--- src/rtl/screen_pkg.sv ---
// rtl/screen_pkg.sv - shared screen encodings and pixel widths for the screen sequencer
package screen_pkg;

    localparam int RGB_W = 12;
    localparam int CH_W  = 4;
    localparam int NUM_CH = RGB_W / CH_W;

    // Darkest fade level; each step halves the channel intensity.
    localparam logic [1:0] FADE_DARK = 2'd3;

    typedef enum logic [1:0] {
        ST_START = 2'd0,
        ST_PLAY  = 2'd1,
        ST_P1WIN = 2'd2,
        ST_P2WIN = 2'd3
    } screenState_t;

endpackage

--- src/rtl/screen_fader.sv ---
// rtl/screen_fader.sv - per-channel right shift of a 12-bit RGB pixel by the fade level
module screen_fader
    import screen_pkg::*;
(
    input  logic [RGB_W-1:0] rgb,
    input  logic [1:0]       level,
    output logic [RGB_W-1:0] faded
);

    // Each 4-bit channel is dimmed independently so no bits bleed between colours.
    always_comb begin
        faded = '0;
        for (int c = 0; c < NUM_CH; c++) begin
            faded[c*CH_W +: CH_W] = rgb[c*CH_W +: CH_W] >> level;
        end
    end

endmodule

--- src/rtl/screen_sequencer.sv ---
// rtl/screen_sequencer.sv - Battle Tank screen FSM with frame-aligned switching and fade-in
module screen_sequencer
    import screen_pkg::*;
#(
    parameter int WIN_HOLD_FRAMES = 300,
    parameter int MIN_HOLD_FRAMES = 60,
    parameter int FADE_FRAMES     = 4
) (
    input  logic             pClk,
    input  logic             pReset,
    input  logic             pFrame_tick,
    input  logic             pStart_btn,
    input  logic             pP1_dead,
    input  logic             pP2_dead,
    input  logic [RGB_W-1:0] pStart_in,
    input  logic [RGB_W-1:0] pGame_in,
    input  logic [RGB_W-1:0] pP1win_in,
    input  logic [RGB_W-1:0] pP2win_in,
    output logic [RGB_W-1:0] pScreen_out,
    output logic [1:0]       pState,
    output logic             pGame_reset
);

    localparam int HOLD_W = $clog2(WIN_HOLD_FRAMES + 1);
    localparam int FADE_W = (FADE_FRAMES > 1) ? $clog2(FADE_FRAMES) : 1;

    localparam logic [HOLD_W-1:0] HOLD_MAX  = HOLD_W'(WIN_HOLD_FRAMES);
    localparam logic [HOLD_W-1:0] HOLD_MIN  = HOLD_W'(MIN_HOLD_FRAMES);
    localparam logic [FADE_W-1:0] FADE_LAST = FADE_W'(FADE_FRAMES - 1);

    screenState_t      state;
    logic [HOLD_W-1:0] holdCnt;
    logic [HOLD_W-1:0] holdNext;
    logic [1:0]        fadeLevel;
    logic [FADE_W-1:0] fadeCnt;
    logic              startReq;
    logic              prevBtn;
    logic              btnRise;
    logic              winExit;
    logic [RGB_W-1:0]  srcPix;
    logic [RGB_W-1:0]  fadedPix;

    assign pState  = state;
    assign btnRise = pStart_btn & ~prevBtn;

    // Win-screen exit is judged on the count this tick will produce, so the
    // Nth tick after entry is the one that reaches N.
    always_comb begin
        holdNext = (holdCnt == HOLD_MAX) ? HOLD_MAX : holdCnt + 1'b1;
        winExit  = (holdNext == HOLD_MAX) || (startReq && (holdNext >= HOLD_MIN));
    end

    // Source select uses the registered state, so a new screen appears the cycle after its tick.
    always_comb begin
        srcPix = pStart_in;
        unique case (state)
            ST_START: srcPix = pStart_in;
            ST_PLAY:  srcPix = pGame_in;
            ST_P1WIN: srcPix = pP1win_in;
            ST_P2WIN: srcPix = pP2win_in;
        endcase
    end

    screen_fader uFader (
        .rgb   (srcPix),
        .level (fadeLevel),
        .faded (fadedPix)
    );

    // Screen FSM, start-request latch, hold/fade counters and the registered pixel.
    always_ff @(posedge pClk) begin
        if (pReset) begin
            state       <= ST_START;
            pScreen_out <= '0;
            pGame_reset <= 1'b0;
            holdCnt     <= '0;
            startReq    <= 1'b0;
            fadeLevel   <= FADE_DARK;
            fadeCnt     <= '0;
            prevBtn     <= 1'b0;
        end else begin
            prevBtn     <= pStart_btn;
            pGame_reset <= 1'b0;
            pScreen_out <= fadedPix;

            if (btnRise) begin
                startReq <= 1'b1;
            end

            if (pFrame_tick) begin
                // Fade advances every tick; any transition below restarts it.
                if (fadeLevel != 2'd0) begin
                    if (fadeCnt == FADE_LAST) begin
                        fadeLevel <= fadeLevel - 2'd1;
                        fadeCnt   <= '0;
                    end else begin
                        fadeCnt <= fadeCnt + 1'b1;
                    end
                end

                unique case (state)
                    ST_START: begin
                        if (startReq) begin
                            state       <= ST_PLAY;
                            pGame_reset <= 1'b1;
                            startReq    <= 1'b0;
                            fadeLevel   <= FADE_DARK;
                            fadeCnt     <= '0;
                        end
                    end

                    ST_PLAY: begin
                        // A press during play means nothing; drop it so it cannot skip the win screen.
                        startReq <= 1'b0;
                        if (pP1_dead || pP2_dead) begin
                            if (pP1_dead && pP2_dead) begin
                                state <= ST_START;
                            end else if (pP2_dead) begin
                                state <= ST_P1WIN;
                            end else begin
                                state <= ST_P2WIN;
                            end
                            holdCnt   <= '0;
                            fadeLevel <= FADE_DARK;
                            fadeCnt   <= '0;
                        end
                    end

                    ST_P1WIN, ST_P2WIN: begin
                        holdCnt <= holdNext;
                        if (winExit) begin
                            state     <= ST_START;
                            startReq  <= 1'b0;
                            holdCnt   <= '0;
                            fadeLevel <= FADE_DARK;
                            fadeCnt   <= '0;
                        end
                    end
                endcase
            end
        end
    end

endmodule
--- config.mk ---
export PLATFORM = sky130hd
export DESIGN_NAME = screen_sequencer
export DESIGN_NICKNAME = d
export VERILOG_FILES = /design/src/rtl/screen_pkg.sv /design/src/rtl/screen_fader.sv /design/src/rtl/screen_sequencer.sv
export SDC_FILE = /design/constraint.sdc
export NUM_CORES = 1
export LEC_CHECK = 0
export CAP_MARGIN = 5
export CORE_MARGIN = 2
export CORE_UTILIZATION = 49
export DETAILED_ROUTE_END_ITERATION = 10
export GPL_TIMING_DRIVEN = 0
export PLACE_DENSITY = 0.83
export SKIP_LAST_GASP = 1
export SLEW_MARGIN = 20
export SYNTH_ARGS = -nofsm -noshare
export SYNTH_HDL_FRONTEND = slang
export SYNTH_SLANG_ARGS = --single-unit
--- constraint.sdc ---
create_clock -name pClk -period 4.8 [get_ports pClk]
set_input_delay 0.48 -clock pClk [delete_from_list [all_inputs] [get_ports pClk]]
set_output_delay 0.48 -clock pClk [all_outputs]
set_load 0.05 [all_outputs]
; ---- Word-level counts from Yosys, hierarchy flattened
; Index checks and enable logic that the tools add are counted.
[totals]
register_bits = 30
[op_classes]
n_addsub = 3
n_lt_le_gt_ge = 1
n_eq_ne = 9
shifts = 3
n_mux = 29
bitwise = 4
n_reduce_logical = 11
[ops]
columns = operator, n
row1 = $pmux W12 S4, 1
row2 = $mux W2, 14
row3 = $mux W9, 3
row4 = $eq A9 B9 Y1 const B, 2
row5 = $pmux W2 S3, 3
row6 = $pmux W9 S2, 1
row7 = $shr A4 B2 Y4, 3
row8 = $add A9 B1 Y9 const B, 1
row9 = $ge A9 B6 Y1 const B, 1
row10 = $eq A2 B2 Y1 const B, 3
row11 = $mux W1, 6
row12 = $ne A2 B2 Y1 const B, 3
row13 = $reduce_and A4 Y1, 1
row14 = $reduce_bool A2 Y1, 2
row15 = $not A1 Y1, 3
row16 = $pmux W1 S3, 1
row17 = $reduce_and A3 Y1, 1
row18 = $reduce_or A3 Y1, 1
row19 = $add A2 B1 Y2 const B, 1
row20 = $eq A2 B1 Y1 const B, 1
row21 = $logic_and A1 B1 Y1, 2
row22 = $logic_not A2 Y1, 1
row23 = $logic_or A1 B1 Y1, 2
row24 = $reduce_or A2 Y1, 1
row25 = other kinds (2), 2

; ---- Longest topological paths before layout
[depth]
depth_word = 8
mapped_depth = 10
depth_no_buf = 8

; ---- Modules after synthesis
; From an unflattened synthesis, not the netlist that was laid out.
[unflattened]
hier_cells = 220
area_unflattened_um2 = 2040.7
[modules_own_cells]
columns = module, instances, cells_each, area_per_inst_um2, seq_area_each_um2
row1 = screen_sequencer, 1, 195, 1833.0, 600.6
row2 = screen_fader, 1, 25, 207.7, 0.0

; ---- Least setup slack after synthesis
; No wires, ideal clock.
[synth_timing]
path_kind = register to register
from = register state[0] (netlist: pState[0])
to = register fadeLevel[0]
setup_time_ps = 127
arrival_time_ps = 2039
required_ps = 4673
path_slack_ps = 2634
path_stages_with_launch = 7
n_path_buf = 2
path_cell_list = dfxtp_1 > buf_2 > buf_2 > a21oi_1 > or2_2 > and3_1 > or3_1
[synth_via]
elab_chain_len = 3
[synth_rtl]
columns = item, line_no
row1 = start: declaration, screen_sequencer.sv:31  ; screenState_t state;
row2 = start signal: assignment, screen_sequencer.sv:73  ; state <= ST_START;
row3 = start signal: assignment, screen_sequencer.sv:104  ; state <= ST_PLAY;
row4 = start signal: assignment, screen_sequencer.sv:117  ; state <= ST_START;
row5 = $eq A2 B2 Y1, screen_sequencer.sv:101  ; unique case (state)
row6 = $reduce_or A2 Y1, screen_sequencer.sv:101
row7 = $pmux W2 S3 *, screen_sequencer.sv:101
row8 = end signal: assignment, screen_sequencer.sv:94  ; fadeLevel <= fadeLevel - 2'd1;
row9 = end: declaration, screen_sequencer.sv:34  ; logic [1:0] fadeLevel;
; Mark *: on every way between the ends. The rest lies on a longest branch, timed or not.
; A chain may end at the register's enable or synchronous reset.

; ---- Worst setup path in the final report
[layout_timing]
from = register holdCnt[0]
to = register holdCnt[2]
[layout_via]
elab_chain_len = 7
[layout_rtl]
columns = item, line_no
row1 = start: declaration, screen_sequencer.sv:32  ; logic [HOLD_W-1:0] holdCnt;
row2 = start signal: assignment, screen_sequencer.sv:130  ; holdCnt <= holdNext;
row3 = $add A9 B1 Y9 / $eq A9 B9 Y1 (equally long branches), screen_sequencer.sv:49  ; holdNext = (holdCnt == HOLD_MAX) ? HOLD_MAX : holdCnt + 1'b1;
row4 = $mux W9 *, screen_sequencer.sv:49
row5 = $ge A9 B6 Y1, screen_sequencer.sv:50  ; winExit = (holdNext == HOLD_MAX) || (startReq && (holdNext >= HOLD_MIN));
row6 = $logic_and A1 B1 Y1, screen_sequencer.sv:50
row7 = $logic_or A1 B1 Y1, screen_sequencer.sv:50
row8 = $mux W9 *, screen_sequencer.sv:131  ; if (winExit) begin
row9 = $pmux W9 S2 *, screen_sequencer.sv:101
; Marks and branches as above.

==> flow_metrics.py <==
metrics = {
    "outcome": {
        "result_of_the_run": "finished, final reports clean",
    },
    "detailed_routing": {
        "number_of_remaining_drc_errors": 0,
        "drt_first_pass_iters": 4,
        "wl_per_cell_um": 16.7,
        "postRouteWirelength_um": 5750,
        "ant_nets": 0,
        "initialDrtViolationCount": 182,
        "dr_total_vias": 1948,
        "average_vias_per_placed_instance": 5.65,
    },
    "layout": {
        "layout_commonest_cell": "sky130_fd_sc_hd__clkdlybuf4s50_1",
        "finish.net_count": 352,
        "area.growth.synth_to_final_pct": 40.9,
        "mostFrequentLayoutCells": "68 x sky130_fd_sc_hd__clkdlybuf4s50_1, 30 x sky130_fd_sc_hd__dfxtp_1, 29 x sky130_fd_sc_hd__nand2_1, 20 x sky130_fd_sc_hd__a21oi_1, 13 x sky130_fd_sc_hd__nor2_1",
        "filler_cell_count": 311,
        "layout-drive-gt1-share_pct": 17.3,
        "antenna_cells_inserted": 0,
        "final_cells": 345,
    },
    "critical_path": {
        "worst-r2r-cell-count": 10,
        "timing.rr.end": "holdCnt[2]",
        "reg_to_reg_slack_setup_ns": 2.35,
        "cp.arrival_ns": 2.65,
        "critical_path.startpoint_type": "flip-flop",
        "timing_worst_setup_path_type": "flip-flop to flip-flop",
        "endpoint_kind": "flip-flop",
        "path_max_fanout": 10,
        "worst_r2r_startpoint": "holdCnt[0]",
        "cp.required_ns": 5.00,
    },
    "synthesis": {
        "yosysUniqueCellTypes": 51,
        "synth_enable_flop_cells": 0,
        "synth_area_um2": 2050,
        "postSynthCellCount": 219,
        "ys.warnings.count": 0,
        "yosysTopAreaCell": "sky130_fd_sc_hd__dfxtp_1",
        "ys_ff_latch": 30,
        "synth_ff_type": "sky130_fd_sc_hd__dfxtp_1",
        "synth_top_cells_by_area": "sky130_fd_sc_hd__dfxtp_1 29%, sky130_fd_sc_hd__mux4_2 13%, sky130_fd_sc_hd__nand2_1 5.3%",
        "synthesized_area_per_cell_um2": 9.35,
        "netlist.area_leader.share_pct": 29.3,
        "ys_seq_area_share_pct": 29.3,
        "synth.net_count": 277,
        "async_flop_share_pct": 0,
    },
    "timing": {
        "hold_viol": 0,
        "timing.final.ws_setup_ns": 2.35,
        "max_clk_rate_mhz": 408,
        "max_slew_margin_pct": 63.9,
        "holdWs_ns": 0.531,
        "worst_slew_pin_slew_ns": 0.540,
        "fin_tns_setup_ns": 0,
        "fin_skew_ns": 0.0114,
        "grt_setup_unrepaired": "no",
        "period_minus_slack_ns": 2.45,
        "setup_viol_count_final": 0,
        "period_share_pct": 51.0,
        "final-max-slew-violation-count": 0,
    },
    "clock_tree": {
        "clkTransAtPathRegs_ns": 0.07,
        "hold_buf_count_cts": 0,
        "cts.root.buffer_cell": "sky130_fd_sc_hd__clkbuf_8",
        "cts_buffer_depth": 2,
        "post_cts.repair.setup_buffers": 0,
        "number_of_clock_sinks": 30,
        "cts_inserted_buffers": 5,
        "tritoncts": "built",
        "htreeDepth": 2,
        "cts.repair.resized": 0,
        "clk-insertion-delay-late_ns": 0.28,
    },
    "grt": {
        "number_of_global_route_vias_before_repair": 1778,
        "grt_use_total_pct": 25.0,
        "global_route_wire_length_before_repair_um": 8660,
        "grt.overflow.total": 0,
        "grt_start_max_net_pins": 11,
        "antenna_found_initial": 0,
    },
    "floorplan": {
        "floorplan.die_area_um2": 4710,
        "chipHeight_um": 68.7,
        "io-pin-count": 69,
        "fp.coreArea_um2": 4000,
        "initial_utilization_pct": 51.2,
        "fp-row-count": 23,
        "die-width_um": 68.7,
    },
    "place": {
        "placement.io_buffers": 68,
        "place.detailed.hpwl_um": 4520,
        "numPlacedInstances": 337,
        "finalWeightedCongestion": 0.871,
        "post-place-ws_ns": 2.39,
    },
    "pwr": {
        "power_uw": 610,
        "peakVddDrop_uv": 178,
        "power.density_nw_per_um2": 211,
        "power.leakage_nw": 1.06,
    },
    "hold_path": {
        "hold_crit_endpoint": "holdCnt[8]",
        "holdCritPathClass": "flip-flop to flip-flop",
        "hold-path-cell-count": 2,
        "hold_path_startpoint": "holdCnt[8]",
    },
    "flow_run": {
        "maxCapViolations": 0,
    },
}
## per-layer routing
| layer | vias to the layer above | GRT usage [%] | routed length [µm] |
|---|---|---|---|
| met2 | 57 | 39.4 | 2950 |
| met3 | 8 | 6.17 | 311 |
| li1 | 954 | - | - |
| met4 | 0 | 6.50 | 70 |
| met1 | 929 | 34.1 | 2410 |
| met5 | - | 0 | 0 |
## registers in the layout, indices dropped and copies added, names as in the netlist
name and cells:
pScreen_out 12, holdCnt 9, fadeCnt 2, fadeLevel 2, pState 2, pGame_reset 1
prevBtn 1, startReq 1
## per-stage QoR
step / instance area [µm²] / util, %
2_1_floorplan: 2050 / -
3_3_place_gp: 2790 / 69.8
3_5_place_dp: 2790 / 69.8
4_1_cts: 2890 / 72.2
5_1_grt: 2890 / 72.2
6_report: 2890 / 72.2
## worst max-delay path: stages, from the launching register on
cell and delay (ns):
sky130_fd_sc_hd__dfxtp_1 0.50, sky130_fd_sc_hd__ha_1 0.34, sky130_fd_sc_hd__and3_1 0.21, sky130_fd_sc_hd__buf_6 0.14
sky130_fd_sc_hd__xnor2_4 0.12, sky130_fd_sc_hd__nor3_2 0.06, sky130_fd_sc_hd__a211oi_2 0.29, sky130_fd_sc_hd__o211ai_2 0.15
sky130_fd_sc_hd__buf_6 0.16, sky130_fd_sc_hd__a31o_1 0.20, sky130_fd_sc_hd__a211oi_2 0.20
## kinds of logic (layout without fill, tap and decap cells)
| logic type | Yosys count | count (layout) | share of synthesized area [%] |
|---|---|---|---|
| adder cells (fa/ha/maj) | 4 | 4 | 2.44 |
| multiplexers | 18 | 18 | 16.1 |
| buffers and inverters | 25 | 101 | 9.41 |
| AO/OA/AOI/OAI | 53 | 53 | 18.6 |
| flip-flops | 30 | 30 | 29.3 |
| XOR/XNOR | 3 | 3 | 2.20 |
| AND/OR/NAND/NOR | 86 | 86 | 21.9 |
## final cells by class
cell class	count	area, µm²	share of cell area (%)
multi-input combinational	164	1250	43.5
timing repair buffer	68	681	23.6
sequential	30	601	20.8
buffer	17	160	5.55
clock buffer	6	82.6	2.86
tap	50	62.6	2.17
inverter	8	32.5	1.13
clock inverter	2	12.5	0.433
## synthesized netlist by cell type, types with 2 or more instances
master and count:
sky130_fd_sc_hd__dfxtp_1 30, sky130_fd_sc_hd__nand2_1 29, sky130_fd_sc_hd__a21oi_1 20, sky130_fd_sc_hd__nor2_1 13, sky130_fd_sc_hd__mux4_2 12, sky130_fd_sc_hd__nor3_1 7
sky130_fd_sc_hd__a211oi_1 6, sky130_fd_sc_hd__inv_1 6, sky130_fd_sc_hd__mux2i_1 6, sky130_fd_sc_hd__or3_1 6, sky130_fd_sc_hd__a21o_2 5, sky130_fd_sc_hd__and3_1 5
sky130_fd_sc_hd__buf_6 5, sky130_fd_sc_hd__and2_1 4, sky130_fd_sc_hd__clkbuf_1 4, sky130_fd_sc_hd__clkbuf_8 4, sky130_fd_sc_hd__ha_1 4, sky130_fd_sc_hd__nand4_1 4
sky130_fd_sc_hd__o21ai_0 4, sky130_fd_sc_hd__a2bb2oi_1 3, sky130_fd_sc_hd__buf_2 3, sky130_fd_sc_hd__nand4b_1 3, sky130_fd_sc_hd__nor2b_1 3, sky130_fd_sc_hd__a211oi_2 2
sky130_fd_sc_hd__nand2b_1 2, sky130_fd_sc_hd__nor4_1 2, sky130_fd_sc_hd__o32ai_1 2, sky130_fd_sc_hd__or2_2 2
## where the power goes
| part | internal (mW) | switching, mW | leakage (nW) |
|---|---|---|---|
| Clock | 0.115 | 0.0958 | 0.0472 |
| Combinational | 0.0810 | 0.0596 | 0.770 |
| Sequential | 0.255 | 0.00337 | 0.244 |
| Total | 0.451 | 0.159 | 1.06 |
## worst max path at each step
stage,startpoint,end,slack (ns),cells after the start
2_1_floorplan,pState[0],fadeLevel[0],2.63,6
4_1_cts,holdCnt[1],holdCnt[2],2.37,10
3_3_place_gp,pP2_dead,holdCnt[8],2.41,8
6_report,holdCnt[0],holdCnt[2],2.35,10
3_5_place_dp,holdCnt[1],holdCnt[2],2.39,10
5_1_grt,holdCnt[0],holdCnt[1],2.23,10
Note: power is estimated with default switching activity, not from simulation.
